## src/rtl/regfile_writeback.sv

```systemverilog
`default_nettype none
// ============================================================================
// Module   : regfile_writeback
// Purpose  : Write-back arbiter and load scoreboard for the register file's
//            single write port. Single-cycle ALU results own the port when
//            present. Multi-cycle load results are queued in a small FIFO and
//            drained when the ALU leaves the port idle. A per-register busy
//            vector tracks destinations with an outstanding load.
// Ports    : clk, rst_n                    - clock, async active-low reset
//            alu_valid/alu_rd/alu_data     - ALU result, no backpressure
//            mem_valid/mem_ready/mem_rd/mem_data - load result handshake
//            issue_valid/issue_rd          - load issue, sets busy[issue_rd]
//            rf_we/rf_rd/rf_wd             - registered RF write port
//            busy                          - per-register load-pending flags
// Revision : 1.0 - initial release
// ============================================================================
module regfile_writeback #(
   parameter int DEPTH = 2
) (
   input  logic        clk,
   input  logic        rst_n,
   input  logic        alu_valid,
   input  logic [4:0]  alu_rd,
   input  logic [31:0] alu_data,
   input  logic        mem_valid,
   output logic        mem_ready,
   input  logic [4:0]  mem_rd,
   input  logic [31:0] mem_data,
   input  logic        issue_valid,
   input  logic [4:0]  issue_rd,
   output logic        rf_we,
   output logic [4:0]  rf_rd,
   output logic [31:0] rf_wd,
   output logic [31:0] busy
);

   localparam int PTR_W = $clog2(DEPTH);
   localparam int CNT_W = $clog2(DEPTH + 1);
   localparam logic [CNT_W-1:0] c_depth = CNT_W'(DEPTH);
   localparam logic [CNT_W-1:0] c_one   = CNT_W'(1);

   // FIFO storage (no reset needed: validity is tracked by r_count)
   logic [4:0]       r_fifo_rd   [DEPTH];
   logic [31:0]      r_fifo_data [DEPTH];
   logic [PTR_W-1:0] r_wr_ptr;
   logic [PTR_W-1:0] r_rd_ptr;
   logic [CNT_W-1:0] r_count;

   logic        w_push;
   logic        w_pop;
   logic        w_alu_take;
   logic [4:0]  w_head_rd;
   logic [31:0] w_head_data;
   logic [31:0] w_busy_next;

   // Ready depends only on the registered count, never on this cycle's pop,
   // so the load unit never sees a combinational path through arbitration.
   assign mem_ready   = (r_count < c_depth);
   assign w_push      = mem_valid & mem_ready;
   // A write to x0 is meaningless, so it must not steal the port from loads.
   assign w_alu_take  = alu_valid & (alu_rd != 5'd0);
   // Pop uses the pre-edge count, so an entry pushed this cycle is not
   // visible to the pop until the next cycle.
   assign w_pop       = ~w_alu_take & (r_count != '0);
   assign w_head_rd   = r_fifo_rd[r_rd_ptr];
   assign w_head_data = r_fifo_data[r_rd_ptr];

   // Clear first, then set, so a re-issue on the draining edge keeps busy.
   always_comb begin
      w_busy_next = busy;
      if (w_pop && (w_head_rd != 5'd0)) begin
         w_busy_next[w_head_rd] = 1'b0;
      end
      if (issue_valid && (issue_rd != 5'd0)) begin
         w_busy_next[issue_rd] = 1'b1;
      end
      w_busy_next[0] = 1'b0;
   end

   always_ff @(posedge clk) begin
      if (w_push) begin
         r_fifo_rd[r_wr_ptr]   <= mem_rd;
         r_fifo_data[r_wr_ptr] <= mem_data;
      end
   end

   always_ff @(posedge clk or negedge rst_n) begin
      if (!rst_n) begin
         r_wr_ptr <= '0;
         r_rd_ptr <= '0;
         r_count  <= '0;
         rf_we    <= 1'b0;
         rf_rd    <= 5'd0;
         rf_wd    <= 32'd0;
         busy     <= 32'd0;
      end else begin
         // DEPTH is a power of two, so pointers wrap naturally.
         if (w_push) begin
            r_wr_ptr <= r_wr_ptr + 1'b1;
         end
         if (w_pop) begin
            r_rd_ptr <= r_rd_ptr + 1'b1;
         end
         case ({w_push, w_pop})
            2'b10:   r_count <= r_count + c_one;
            2'b01:   r_count <= r_count - c_one;
            default: r_count <= r_count;
         endcase

         if (w_alu_take) begin
            rf_we <= 1'b1;
            rf_rd <= alu_rd;
            rf_wd <= alu_data;
         end else if (w_pop) begin
            // Loads to x0 still drain in order but produce no write.
            rf_we <= (w_head_rd != 5'd0);
            rf_rd <= w_head_rd;
            rf_wd <= w_head_data;
         end else begin
            rf_we <= 1'b0;
         end

         busy <= w_busy_next;
      end
   end

endmodule
`default_nettype wire

```

## config.mk

```make
export PLATFORM = sky130hd
export DESIGN_NAME = regfile_writeback
export DESIGN_NICKNAME = d
export VERILOG_FILES = /design/src/rtl/regfile_writeback.sv
export SDC_FILE = /design/constraint.sdc
export NUM_CORES = 1
export LEC_CHECK = 0
export CORE_ASPECT_RATIO = 1.25
export CORE_MARGIN = 3
export CORE_UTILIZATION = 49
export CTS_BUF_LIST = sky130_fd_sc_hd__clkbuf_16
export DETAILED_ROUTE_END_ITERATION = 7
export GPL_TIMING_DRIVEN = 1
export PLACE_DENSITY = 0.91
export SLEW_MARGIN = 10
export SYNTH_ARGS = -nofsm -noshare
export SYNTH_HDL_FRONTEND = slang
export SYNTH_SLANG_ARGS = --single-unit
```

## constraint.sdc

```tcl
create_clock -name clk -period 3.48 [get_ports clk]
set_input_delay 0.696 -clock clk [delete_from_list [all_inputs] [get_ports clk]]
set_output_delay 0.696 -clock clk [all_outputs]
set_load 0.005 [all_outputs]
```

### Yosys cells after proc, flatten, opt, wreduce, memory -nomap -nowiden

Memory sizes are Yosys's and may differ from the RTL's.
Cells that the tools add are included.

| operators by class | value |
|---|---|
| add/subtract/negate cells | 4 |
| order comparisons | 5 |
| equality and inequality tests | 2 |
| mux-type cells | 15 |
| bitwise operators | 7 |
| reduce and logical (&&, ||, !) cells | 10 |

Operator list:

| cell | count |
|---|---|
| $mux W32 | 4 |
| $and A32 B32 Y32 | 1 |
| $not A32 Y32 | 1 |
| $or A32 B32 Y32 | 1 |
| $reduce_bool A5 Y1 | 3 |
| $lt A5 B6 Y1 const B | 2 |
| $demux W1 S5 | 2 |
| $ge A5 B1 Y1 const B | 2 |
| $mux W5 | 2 |
| $mux W1 | 6 |
| $reduce_bool A2 Y1 | 3 |
| $logic_and A1 B1 Y1 | 4 |
| $pmux W2 S2 | 1 |
| $and A1 B1 Y1 | 3 |
| $add A1 B1 Y1 const B | 2 |
| $add A2 B1 Y2 const B | 1 |
| $eq A2 B1 Y1 const B | 1 |
| $eq A2 B2 Y1 const B | 1 |
| $lt A2 B2 Y1 const B | 1 |
| $sub A2 B1 Y2 const B | 1 |
| $not A1 Y1 | 1 |

| storage, ports and cells | value |
|---|---|
| flip-flop bits (word level) | 73 |
| bits in writable memories | 74 |
| input port bits | 84 |
| output and inout bits | 71 |
| logic and storage cells | 52 |
| memories kept | 2 |

Memories:

| memory | words | bits a word | read ports | clocked after Yosys merged registers in | write ports | RTL line | text |
|---|---|---|---|---|---|---|---|
| r_fifo_data | 2 | 32 | 1 | 0 | 1 | 44 | `logic [31:0] r_fifo_data [DEPTH];` |
| r_fifo_rd | 2 | 5 | 1 | 0 | 1 | 43 | `logic [4:0] r_fifo_rd [DEPTH];` |

### Longest topological paths before layout

Gate-level depths: netlist of run 1.
An unclocked memory read counts as a cell.

| logic depth | value |
|---|---|
| word-level depth | 10 |
| mapped depth | 8 |
| mapped depth without buffers | 7 |

### Worst setup path before layout of run 1

Ideal clock, no wire load.

| timing path | value |
|---|---|
| path kind | input port to flip-flop |
| start point | input port mem_valid |
| end point | memory r_fifo_data[0][0], enable pin |
| library setup time | 0.431 ns |
| arrival | 2.358 ns |
| required time | 3.049 ns |
| slack | 0.690 ns |
| cell stages on the path | 2 |
| path buffers | 0 |
| cell sequence | nand2_1 -> nor2_1 |

| between the ends | value |
|---|---|
| cells in the longest elaborated chain, start to end | 3 |

RTL lines:

| item | RTL line | text |
|---|---|---|
| start: declaration | 25 | `input logic mem_valid,` |
| $and A1 B1 Y1 | 59 | `assign w_push = mem_valid & mem_ready;` |
| $mux W1 | 81 | `if (w_push) begin` |
| $mux W1 (implied by the code) | 83 | `r_fifo_data[r_wr_ptr] <= mem_data;` |
| end: declaration | 44 |  |

No other way between the ends.

### Worst setup path in the final report of run 1

| timing path | value |
|---|---|
| start point | input port alu_valid |
| end point | register r_count[1] |

| between the ends | value |
|---|---|
| cells in the longest elaborated chain, start to end | 5 |
| elaborated cells on any way between the ends | 7 |
| classes of those cells | eq/ne: 2; mux: 1; bitwise: 3; reduce/logical: 1 |

RTL lines:

| item | RTL line | text |
|---|---|---|
| start: declaration | 22 | `input logic alu_valid,` |
| $and A1 B1 Y1 * | 61 | `assign w_alu_take = alu_valid & (alu_rd != 5'd0);` |
| $not A1 Y1 * | 64 | `assign w_pop = ~w_alu_take & (r_count != '0);` |
| $and A1 B1 Y1 * | 64 |  |
| via w_pop | 50 | `logic w_pop;` |
| $eq A2 B1 Y1 / $eq A2 B2 Y1 (equally long branches) | 104 | `case ({w_push, w_pop})` |
| $pmux W2 S2 / $reduce_bool A2 Y1 (equally long branches) | n/a |  |
| end signal: assignment | 105 | `2'b10: r_count <= r_count + c_one;` |
| end signal: assignment | 106 | `2'b01: r_count <= r_count - c_one;` |
| end signal: assignment | 107 | `default: r_count <= r_count;` |
| end: declaration | 47 | `logic [CNT_W-1:0] r_count;` |

The timed path passes the listed nets; every way through them passes the cells marked *.
A chain may end at the register's enable or synchronous reset.

==> results.py, run 1 <==
metrics = {
    "clock_network": {
        "cts_tree": "done",
        "clkTransAtPathRegs_ns": 0.06,
        "clockBufferDepth": 2,
        "post_cts_buffers": 0,
        "cts.sinks": 147,
        "cts_max_level": 4,
        "cts_resized": 0,
        "hold_buffers": 0,
        "root_buffer": "clkbuf_16",
        "cts_buffers": 17,
        "clk_latency_ns": 0.42,
    },
    "sta": {
        "setup_viol": 0,
        "fmax_mhz": 438,
        "rsz0062_at_grt": "false",
        "slew_headroom_pct": 28.7,
        "finalCriticalPeriod_ns": 2.28,
        "tns_ns": 0,
        "skew_ns": 0.00465,
        "tightestPinTransition_ns": 1.07,
        "timing.final.crit_share_pct": 65.6,
        "hold_viol_final": 0,
        "fin_ws_ns": 1.20,
        "timing.final.max_slew_violations": 0,
    },
    "finish": {
        "n_antenna_cell": 0,
        "nNetsFinal": 757,
        "drive_above_1_share_pct": 8.18,
        "utilization_pct": 69.5,
        "seq_area_mm2": 0.00405,
        "area_delta_synth_final_pct": 36.6,
        "multi_input_area_mm2": 0.00200,
        "nFillCells": 876,
    },
    "setup_path": {
        "reg2reg_depth": 5,
        "required_ns": 3.82,
        "path_common_cell": "xnor2_1",
        "cp_top_family": "buffers and inverters",
        "start_kind": "primary input",
        "slowest_delay_ns": 0.59,
        "path_max_fanout": 33,
        "crit_chain": "clkdlybuf4s50_1, o21ba_2, a31oi_4, buf_4, inv_1, ha_1, xnor2_1, nor2_1, xnor2_1",
        "cp_num_cells": 9,
        "critPathSlowestCell": "clkdlybuf4s50_1",
        "critPathKind": "primary input to flop",
        "crit_path_end_kind": "flop",
        "critPathBufInv": 3,
        "arrival_ns": 2.62,
    },
    "synth": {
        "synth_area_mm2": 0.00624,
        "ys_async_sr_fraction_pct": 49.7,
        "synthFlopType": "edfxtp_1",
        "synth_most_common_cell": "nand2_1",
        "yosysSeqAreaShare_pct": 64.9,
        "syn_inst": 522,
        "synth_area_leaders": "edfxtp_1, dfrtp_1, nand2_1",
        "synth_top_area_cell": "edfxtp_1",
        "synth_nets": 607,
        "synth_common_cells": "nand2_1, edfxtp_1, dfrtp_1, nor2_1, o21ai_0",
        "synthDistinctLibCells": 44,
        "synth-edff-count": 74,
        "yosysWarningCount": 0,
        "synth-seq-cells": 147,
        "synth_area_per_cell_um2": 12.0,
        "synth_top_area_share_pct": 35.6,
    },
    "placement": {
        "place_ws_ns": 0.775,
        "place.gp.congestion": 0.955,
        "hpwl_um": 11000,
        "io_buffers": 153,
    },
    "die": {
        "die_w_um": 107,
        "dieArea_mm2": 0.0141,
        "initial_core_util_pct": 50.9,
        "core_mm2": 0.0123,
        "die_h_um": 132,
        "ios": 155,
        "rows": 45,
    },
    "power": {
        "power.density_mw_per_mm2": 823,
        "leakage_nw": 3.34,
        "vdd_drop_max_mv": 0.474,
        "p_total_w": 0.00702,
    },
    "route": {
        "num_vias": 4740,
        "drtAntennaViolNets": 0,
        "post_drt_wl_per_cell_um": 18.2,
        "drc": 0,
        "wl_um": 15400,
        "viasPerCell": 5.58,
        "drt_first_pass_iters": 5,
        "drt_iter0_markers": 405,
    },
    "global_route": {
        "grt_usage_pct": 22.6,
        "overflow": 0,
        "grt_max_degree": 74,
        "antenna_found_initial": 0,
        "first_global_vias": 5012,
        "grt_pass1_wl_um": 24800,
    },
    "hold_path": {
        "hp-class": "primary input to async pin",
    },
    "run_status": {
        "outcome": "finished, final reports clean",
    },
    "flow_run": {
        "maxCapViolations": 0,
    },
}
==> metal layers <==
| metal | vias up | part of all wire [%] | global-route usage (%) |
|---|---|---|---|
| met5 | - | 0 | 0 |
| met4 | 0 | 2.8 | 11.2 |
| met3 | 36 | 9.3 | 6.66 |
| met2 | 256 | 52 | 38.7 |
| met1 | 2287 | 36 | 25.7 |
| li1 | 2161 | - | - |
==> state kept, by name (all words and copies together) (netlist names) <==
| name | count |
|---|---|
| r_fifo_data | 64 |
| rf_wd | 32 |
| busy | 31 |
| r_fifo_rd | 10 |
| rf_rd | 5 |
| r_count | 2 |
| r_rd_ptr | 1 |
| r_wr_ptr | 1 |
| rf_we | 1 |
==> cell usage in the layout, fill, tap and decap left out, types with 7 or more instances in the layout <==
cell type,synthesis,final
clkdlybuf4s50_1,0,152
nand2_1,98,98
edfxtp_1,74,74
dfrtp_1,73,72
nor2_1,49,48
o21ai_0,40,40
a21oi_1,37,37
mux2i_1,34,34
o31ai_1,31,31
clkbuf_16,0,17
inv_1,7,7
==> per-stage QoR <==
stage,area (µm²),std cells,hold WS (ns)
after global routing,8530,849,0.495
after global placement,7870,817,0.490
after floorplan,6240,522,0.400
after CTS,8530,849,0.452
after detailed placement,7870,817,0.497
final,8530,849,0.428
==> final cells by class <==
cell class | count | share of cell area (%)
flip-flops and latches | 147 | 47.5
repair buffers | 159 | 18.6
clock inverters | 15 | 2.71
well taps | 164 | 2.41
inverters | 7 | 0.308
clock buffers | 17 | 4.99
multi-input cells | 340 | 23.5
==> where the power goes <==
group          internal, W  total (W)  switching (W)
combinational      0.00117    0.00226        0.00109
clock              0.00128    0.00200       0.000722
sequential         0.00237    0.00276       0.000390
==> final timing paths <==
path / slack [ns] / end / start
worst min register to register: 0.51 / busy[2]$_DFF_PN0_ / busy[2]$_DFF_PN0_
worst max register to register: 1.29 / rf_rd[3]$_DFFE_PN0P_ / r_count[0]$_DFFE_PN0P_
min in group clk: 0.51 / busy[2]$_DFF_PN0_ / busy[2]$_DFF_PN0_
worst max-delay path: 1.20 / r_count[1]$_DFFE_PN0P_ / alu_valid
worst min-delay path: 0.43 / busy[7]$_DFF_PN0_ / rst_n
max in group asynchronous: 2.41 / r_rd_ptr$_DFFE_PN0P_ / rst_n
==> cell families (layout without fill, tap and decap cells) <==
kind of cell / after synthesis / in the layout / synth area share (%)
simple gates: 172 / 172 / 12.1
flops: 147 / 147 / 64.9
mux: 34 / 34 / 5.45
xor+xnor: 5 / 5 / 0.702
buf+inv: 35 / 198 / 3.41
fa+ha+maj: 1 / 1 / 0.200
other cells: 1 / 1 / 0.0601
compound gates: 127 / 127 / 13.2
No activity file was read; power rests on OpenSTA's default activity.
==> inputs of run 2 (changes only) <==
Clock period 3.48 ns to 2.34 ns, I/O delays scaled along.
==> run 2 against run 1 <==
  * Global-route usage decreased by 0.28 points
  * Cell area about the same
  * Die area unchanged
  * Worst hold slack got worse by 0.31 ns
  * Highest routed layer unchanged
  * Critical path type is now flop to primary output
  * Largest power group unchanged
==> results.py, run 2 (synthesis results as in run 1) <==
metrics = {
    "finish": {
        "layout_common_cells": "clkdlybuf4s50_1, nand2_1, edfxtp_1, dfrtp_1, nor2_1",
        "layout.cells.non_filler": 856,
        "final_common_cell": "clkdlybuf4s50_1",
        "nFillCells": 860,
        "nNetsFinal": 764,
        "area_delta_synth_final_pct": 36.6,
        "drive_above_1_share_pct": 9.10,
        "largest_register_ffs": 64,
        "multi_input_area_mm2": 0.00200,
        "seq_area_mm2": 0.00405,
        "regMostFlops": "r_fifo_data",
        "fin_area_mm2": 0.00853,
        "largest_registers": "r_fifo_data x64, rf_wd x32, busy x31",
        "n_antenna_cell": 0,
    },
    "power": {
        "sw_frac_of_total_pct": 32.8,
        "leakage_nw": 3.35,
        "pwr-share-clk_pct": 25.7,
        "p_switching_w": 0.00332,
        "intPower_w": 0.00681,
        "pwr-share-seq_pct": 40.1,
        "p_total_w": 0.0101,
        "p_comb_share_pct": 34.2,
        "vdd_drop_max_mv": 0.572,
        "power.density_mw_per_mm2": 1190,
    },
    "placement": {
        "dp.cells": 824,
        "place_ws_ns": 0.199,
        "hpwl_um": 11200,
        "placed_area_mm2": 0.00796,
        "place.gp.congestion": 0.901,
        "io_buffers": 153,
    },
    "setup_path": {
        "cp_top_family": "buffers and inverters",
        "required_ns": 1.87,
        "crit_path_end_kind": "primary output",
        "cp_num_cells": 2,
        "crit_chain": "inv_1, clkdlybuf4s50_1",
        "arrival_ns": 1.57,
        "path_max_fanout": 4,
        "start_kind": "flop",
        "critPathKind": "flop to primary output",
        "crit_start": "r_count[1]$_DFFE_PN0P_",
        "critPathSlowestCell": "clkdlybuf4s50_1",
        "rr_startpoint": "r_rd_ptr$_DFFE_PN0P_",
        "slowest_delay_ns": 0.54,
        "critPathBufInv": 2,
        "reg2reg_depth": 4,
    },
    "clock_network": {
        "clkTransAtPathRegs_ns": 0.06,
        "cts_max_level": 4,
        "cts_resized": 0,
        "cts.sinks": 147,
        "post_cts_buffers": 0,
        "clk_latency_ns": 0.41,
        "clockBufferDepth": 2,
        "cts_buffers": 17,
        "root_buffer": "clkbuf_16",
        "hold_buffers": 0,
        "cts_tree": "done",
    },
    "sta": {
        "timing.final.crit_share_pct": 87.2,
        "fin_ws_ns": 0.299,
        "hold_viol_final": 0,
        "fmax_mhz": 490,
        "setup_viol": 0,
        "finalCriticalPeriod_ns": 2.04,
        "timing.final.max_slew_violations": 0,
        "skew_ns": 0.00886,
        "tns_ns": 0,
        "slew_headroom_pct": 49.6,
        "rsz0062_at_grt": "false",
        "tightestPinTransition_ns": 0.756,
    },
    "route": {
        "drt_iter0_markers": 255,
        "drtAntennaViolNets": 0,
        "num_vias": 4664,
        "drt_first_pass_iters": 5,
        "wl_um": 15500,
        "post_drt_wl_per_cell_um": 18.1,
        "drc": 0,
        "viasPerCell": 5.45,
    },
    "die": {
        "ios": 155,
        "dieArea_mm2": 0.0141,
        "initial_core_util_pct": 50.9,
        "die_w_um": 107,
        "rows": 45,
        "core_mm2": 0.0123,
        "die_h_um": 132,
    },
    "global_route": {
        "grt_max_degree": 60,
        "grt_pass1_wl_um": 24600,
        "grt_usage_pct": 22.4,
        "antenna_found_initial": 0,
        "first_global_vias": 4829,
        "overflow": 0,
    },
    "hold_path": {
        "hp-class": "primary input to async pin",
    },
    "flow_run": {
        "maxCapViolations": 0,
    },
    "run_status": {
        "outcome": "finished, final reports clean",
    },
}
[run 2: changes by cell type in the layout (fill, tap and decap cells not counted), sizes merged]
cell and delta:
inv +6, clkinv -1, buf +7, bufinv -4, clkinvlp -1
[run 2: area by class of cell]
type	instances	share of cell area, %
clock buffers	17	4.99
clock inverters	15	1.69
inverters	7	0.308
multi-input cells	340	23.5
flip-flops and latches	147	47.5
well taps	164	2.41
repair buffers	166	19.7
[run 2: power by group through the flow]
stage | logic (W) | registers, W | clock network (W)
floorplan | 0.00186 | 0.00395 | 0
global placement | 0.00330 | 0.00404 | 0
detailed placement | 0.00348 | 0.00409 | 0
CTS | 0.00350 | 0.00405 | 0.00262
global route | 0.00378 | 0.00415 | 0.00275
finish | 0.00347 | 0.00406 | 0.00260
[run 2: metrics by stage]
| stage | hold slack (ns) | util, % |
|---|---|---|
| CTS | 0.142 | 69.5 |
| global placement | 0.483 | 64.9 |
| detailed placement | 0.490 | 64.9 |
| floorplan | 0.172 | - |
| finish | 0.113 | 69.5 |
| global route | 0.169 | 69.5 |
[run 2: final timing paths]
check                                        end  slack, ns
max reg2reg                      rf_we$_DFF_PN0_       0.32
max                                    mem_ready       0.30
min                           busy[14]$_DFF_PN0_       0.11
min in group clk              busy[15]$_DFF_PN0_       0.50
min reg2reg                   busy[15]$_DFF_PN0_       0.50
max in group asynchronous  rf_wd[21]$_DFFE_PN0P_       1.58
[run 2: worst register-to-register path: stages (launching register included)]
cell	delay (ns)
dfrtp_2	0.75
nor2b_1	0.37
a22oi_1	0.26
o21ai_0	0.39
nand2b_1	0.11
[run 2: layer usage]
layer | GRT usage [%] | vias up | part of all wire, %
met5 | 0 | - | 0
met4 | 7.75 | 0 | 1.6
met3 | 6.32 | 25 | 7.2
met2 | 40.2 | 217 | 54
met1 | 25.2 | 2249 | 37
li1 | - | 2173 | -
==> inputs of run 3 (changes only) <==
Settings changed: TNS_END_PERCENT from default to 1.
==> results of run 3 <==
Final layout, timing and power as in run 2 (identical DEF).
==> edit: new RTL, settings of run 3 <==
Reset style: synchronous (`rst_n`), changed in one clocked block. Comments in the files are not updated.
--- a/src/rtl/regfile_writeback.sv
+++ b/src/rtl/regfile_writeback.sv
@@ -84,7 +84,7 @@
       end
    end
 
-   always_ff @(posedge clk or negedge rst_n) begin
+   always_ff @(posedge clk) begin
       if (!rst_n) begin
          r_wr_ptr <= '0;
          r_rd_ptr <= '0;
Formal check against the unedited RTL: differs if rst_n is asserted again (counterexample within 4 cycles, from zero or initial values and one cycle with rst_n low); with rst_n held inactive, the same outputs for 4 cycles.
==> edit against run 3 <==
Total power down 18%. Wire length up 6.8%. Global-route usage up 2.1 points. Die area down 3.1%. Sequential cell count up 1. Area after synthesis down 3.3%. Cell area down 1.6%. Setup slack better by 0.047 ns. Non-clock buffer count up 7.
==> edit: results (changes against run 3) <==
status: completed
xor/xnor share of the synthesized area: 0.00580 (-0.00121)
post-synthesis mux area share: 0.0547 (+0.000206)
Detailed Place HPWL: 11400 um (+1.6%)
vias in the first global route: 5075 (+5.1%)
Final #Nets: 787 (+3.0%)
DP Cell Count: 844 (+2.4%)
Setup TNS Final: 0 ns (unchanged)
main combinational cell family by area after synthesis: compound AO/OA/AOI/OAI gates
DRT Wirelength: 16600 um (+6.8%)
clk slew on worst S/H paths: 0.07 ns
worst-case vdd ir drop: 1630 uV (+180%)
DR iter-0 viols: 335 (+31%)
Avg Vias per Cell: 5.75 (+5.6%)
initial antenna violation count: 0 (unchanged)
post-synthesis sequential area ratio: 0.614 (-0.0350)
met3 GRT Util: 0.0821 (+0.0189)
first drt pass iteration count: 5 (unchanged)
Leak Pwr: 2.84 nW (-15%)
largest net degree at the start of global routing: 76 (+27%)
ANT cells: 0 (unchanged)
synth top area cells: edfxtp_1 37%, dfxtp_1 25%, nand2_1 6.8%, a21oi_1 5.9%, mux2i_1 5.5%
hold crit path type: register to register
Post-CTS Setup Inserts: 0 (unchanged)
Post-DP Area: 7800 sq um (-2.0%)
slowest cell on the critical path: dfxtp_2
Mapped Nets: 633 (+4.3%)
Slowest Stage Delay on Critical Path: 0.67 ns (+0.13 ns)
Clock Skews: 0.0141 ns (+0.00529 ns)
met2 Usage GRT: 0.422 (+0.0200)
Worst Tran Pin Value: 0.757 ns (+0.00128 ns)
root buffer cell: clkbuf_16
library cells used by synthesis: 41 (-6.8%)
CTS sink count: 148 (+0.68%)
Async SR Flop Fraction: 0 (-0.497)
Syn Area/Cell: 11.0 sq um (-7.9%)
crit start category: register
Place WS: 0.0483 ns (-0.151 ns)
TritonCTS buffer count: 17 (unchanged)
maximum fanout along the worst path: 27 (+23)
Post-Synth Adder-Cell Area: 0.00207 (+0.0000686)
port buffer count: 153 (unchanged)
EDFF count, synth: 74 (unchanged)
Compound-Gate Fraction of Synth Area: 0.178 (+0.0460)
CTS resizes: 0 (unchanged)
Largest regs: r_fifo_data x64, rf_wd x32, busy x31
layout cells sized above 1: 0.0923 (+0.00127)
Slew Viols, Final: 0 (unchanged)
CP top delay family: flip-flops
Worst-Skew Late Latency: 0.42 ns
Tot GR Track Use: 0.245 (+0.0213)
first-pass GRT wire length: 26400 um (+6.9%)
routability cong.: 0.876 (-2.8%)
CP Data Arrival Time: 2.28 ns (+0.71 ns)
Clock Path Buffers: 2 (unchanged)
CTS HTree Levels: 4 (unchanged)
Post-synth top cells: 110 x nand2_1, 74 x dfxtp_1, 74 x edfxtp_1, 71 x a21oi_1, 39 x o211ai_1
GR Layer Usage met1: 0.287 (+0.0353)
post-DR wirelength/cell: 18.9 um (+4.4%)
edit: cell types whose count changed after synthesis, moves of 8 or more:
cell	change
o31ai_1	-28
nor2_1	-29
o211ai_1	+39
a21oi_1	+34
dfrtp_1	-73
buf_6	-8
nand2_1	+12
buf_2	+9
o21ai_0	-38
a311oi_1	+26
dfxtp_1	+74
edit: cell type report:
type	count	area (sq um)
clock buffers	17	425
clock inverters	15	168
flip-flops and latches	148	3700
inverters	8	30.0
multi-input cells	354	2150
repair buffers	173	1720
well taps	161	201
fillers	777	3440
edit: per-layer routing:
metal  vias up  part of all wire
met1      2366              0.39
met2       305              0.50
li1       2342                 -
met5         -                 0
met3        27             0.098
met4         0             0.020
edit: final timing paths:
kind,startpoint,to,slack (ns),cells after the start
setup reg to reg,register,rf_wd[16],0.35,5
setup / recovery,register,rf_wd[16],0.35,5
hold reg to reg,busy[7],busy[7],0.49,2
hold / removal,busy[7],busy[7],0.49,2
edit: report_power, final:
part           internal, W  switching (W)  total [W]
sequential         0.00317       0.000259    0.00343
clock              0.00152        0.00117    0.00268
combinational     0.000974        0.00126    0.00223
total              0.00566        0.00269    0.00835
edit: cell families (layout without fill, tap and decap cells):
| group | count (synthesis) | count (layout) |
|---|---|---|
| flops | 148 | 148 |
| xor+xnor | 4 | 4 |
| simple gates | 157 | 157 |
| buf+inv | 46 | 213 |
| mux | 33 | 33 |
| other cells | 1 | 1 |
| compound gates | 158 | 158 |
| fa+ha+maj | 1 | 1 |
edit: tightest hold or removal path, cell delays in order, from the launching register on:
cell,delay (ns)
dfxtp_1,0.33
o41ai_1,0.06
a21oi_1,0.06
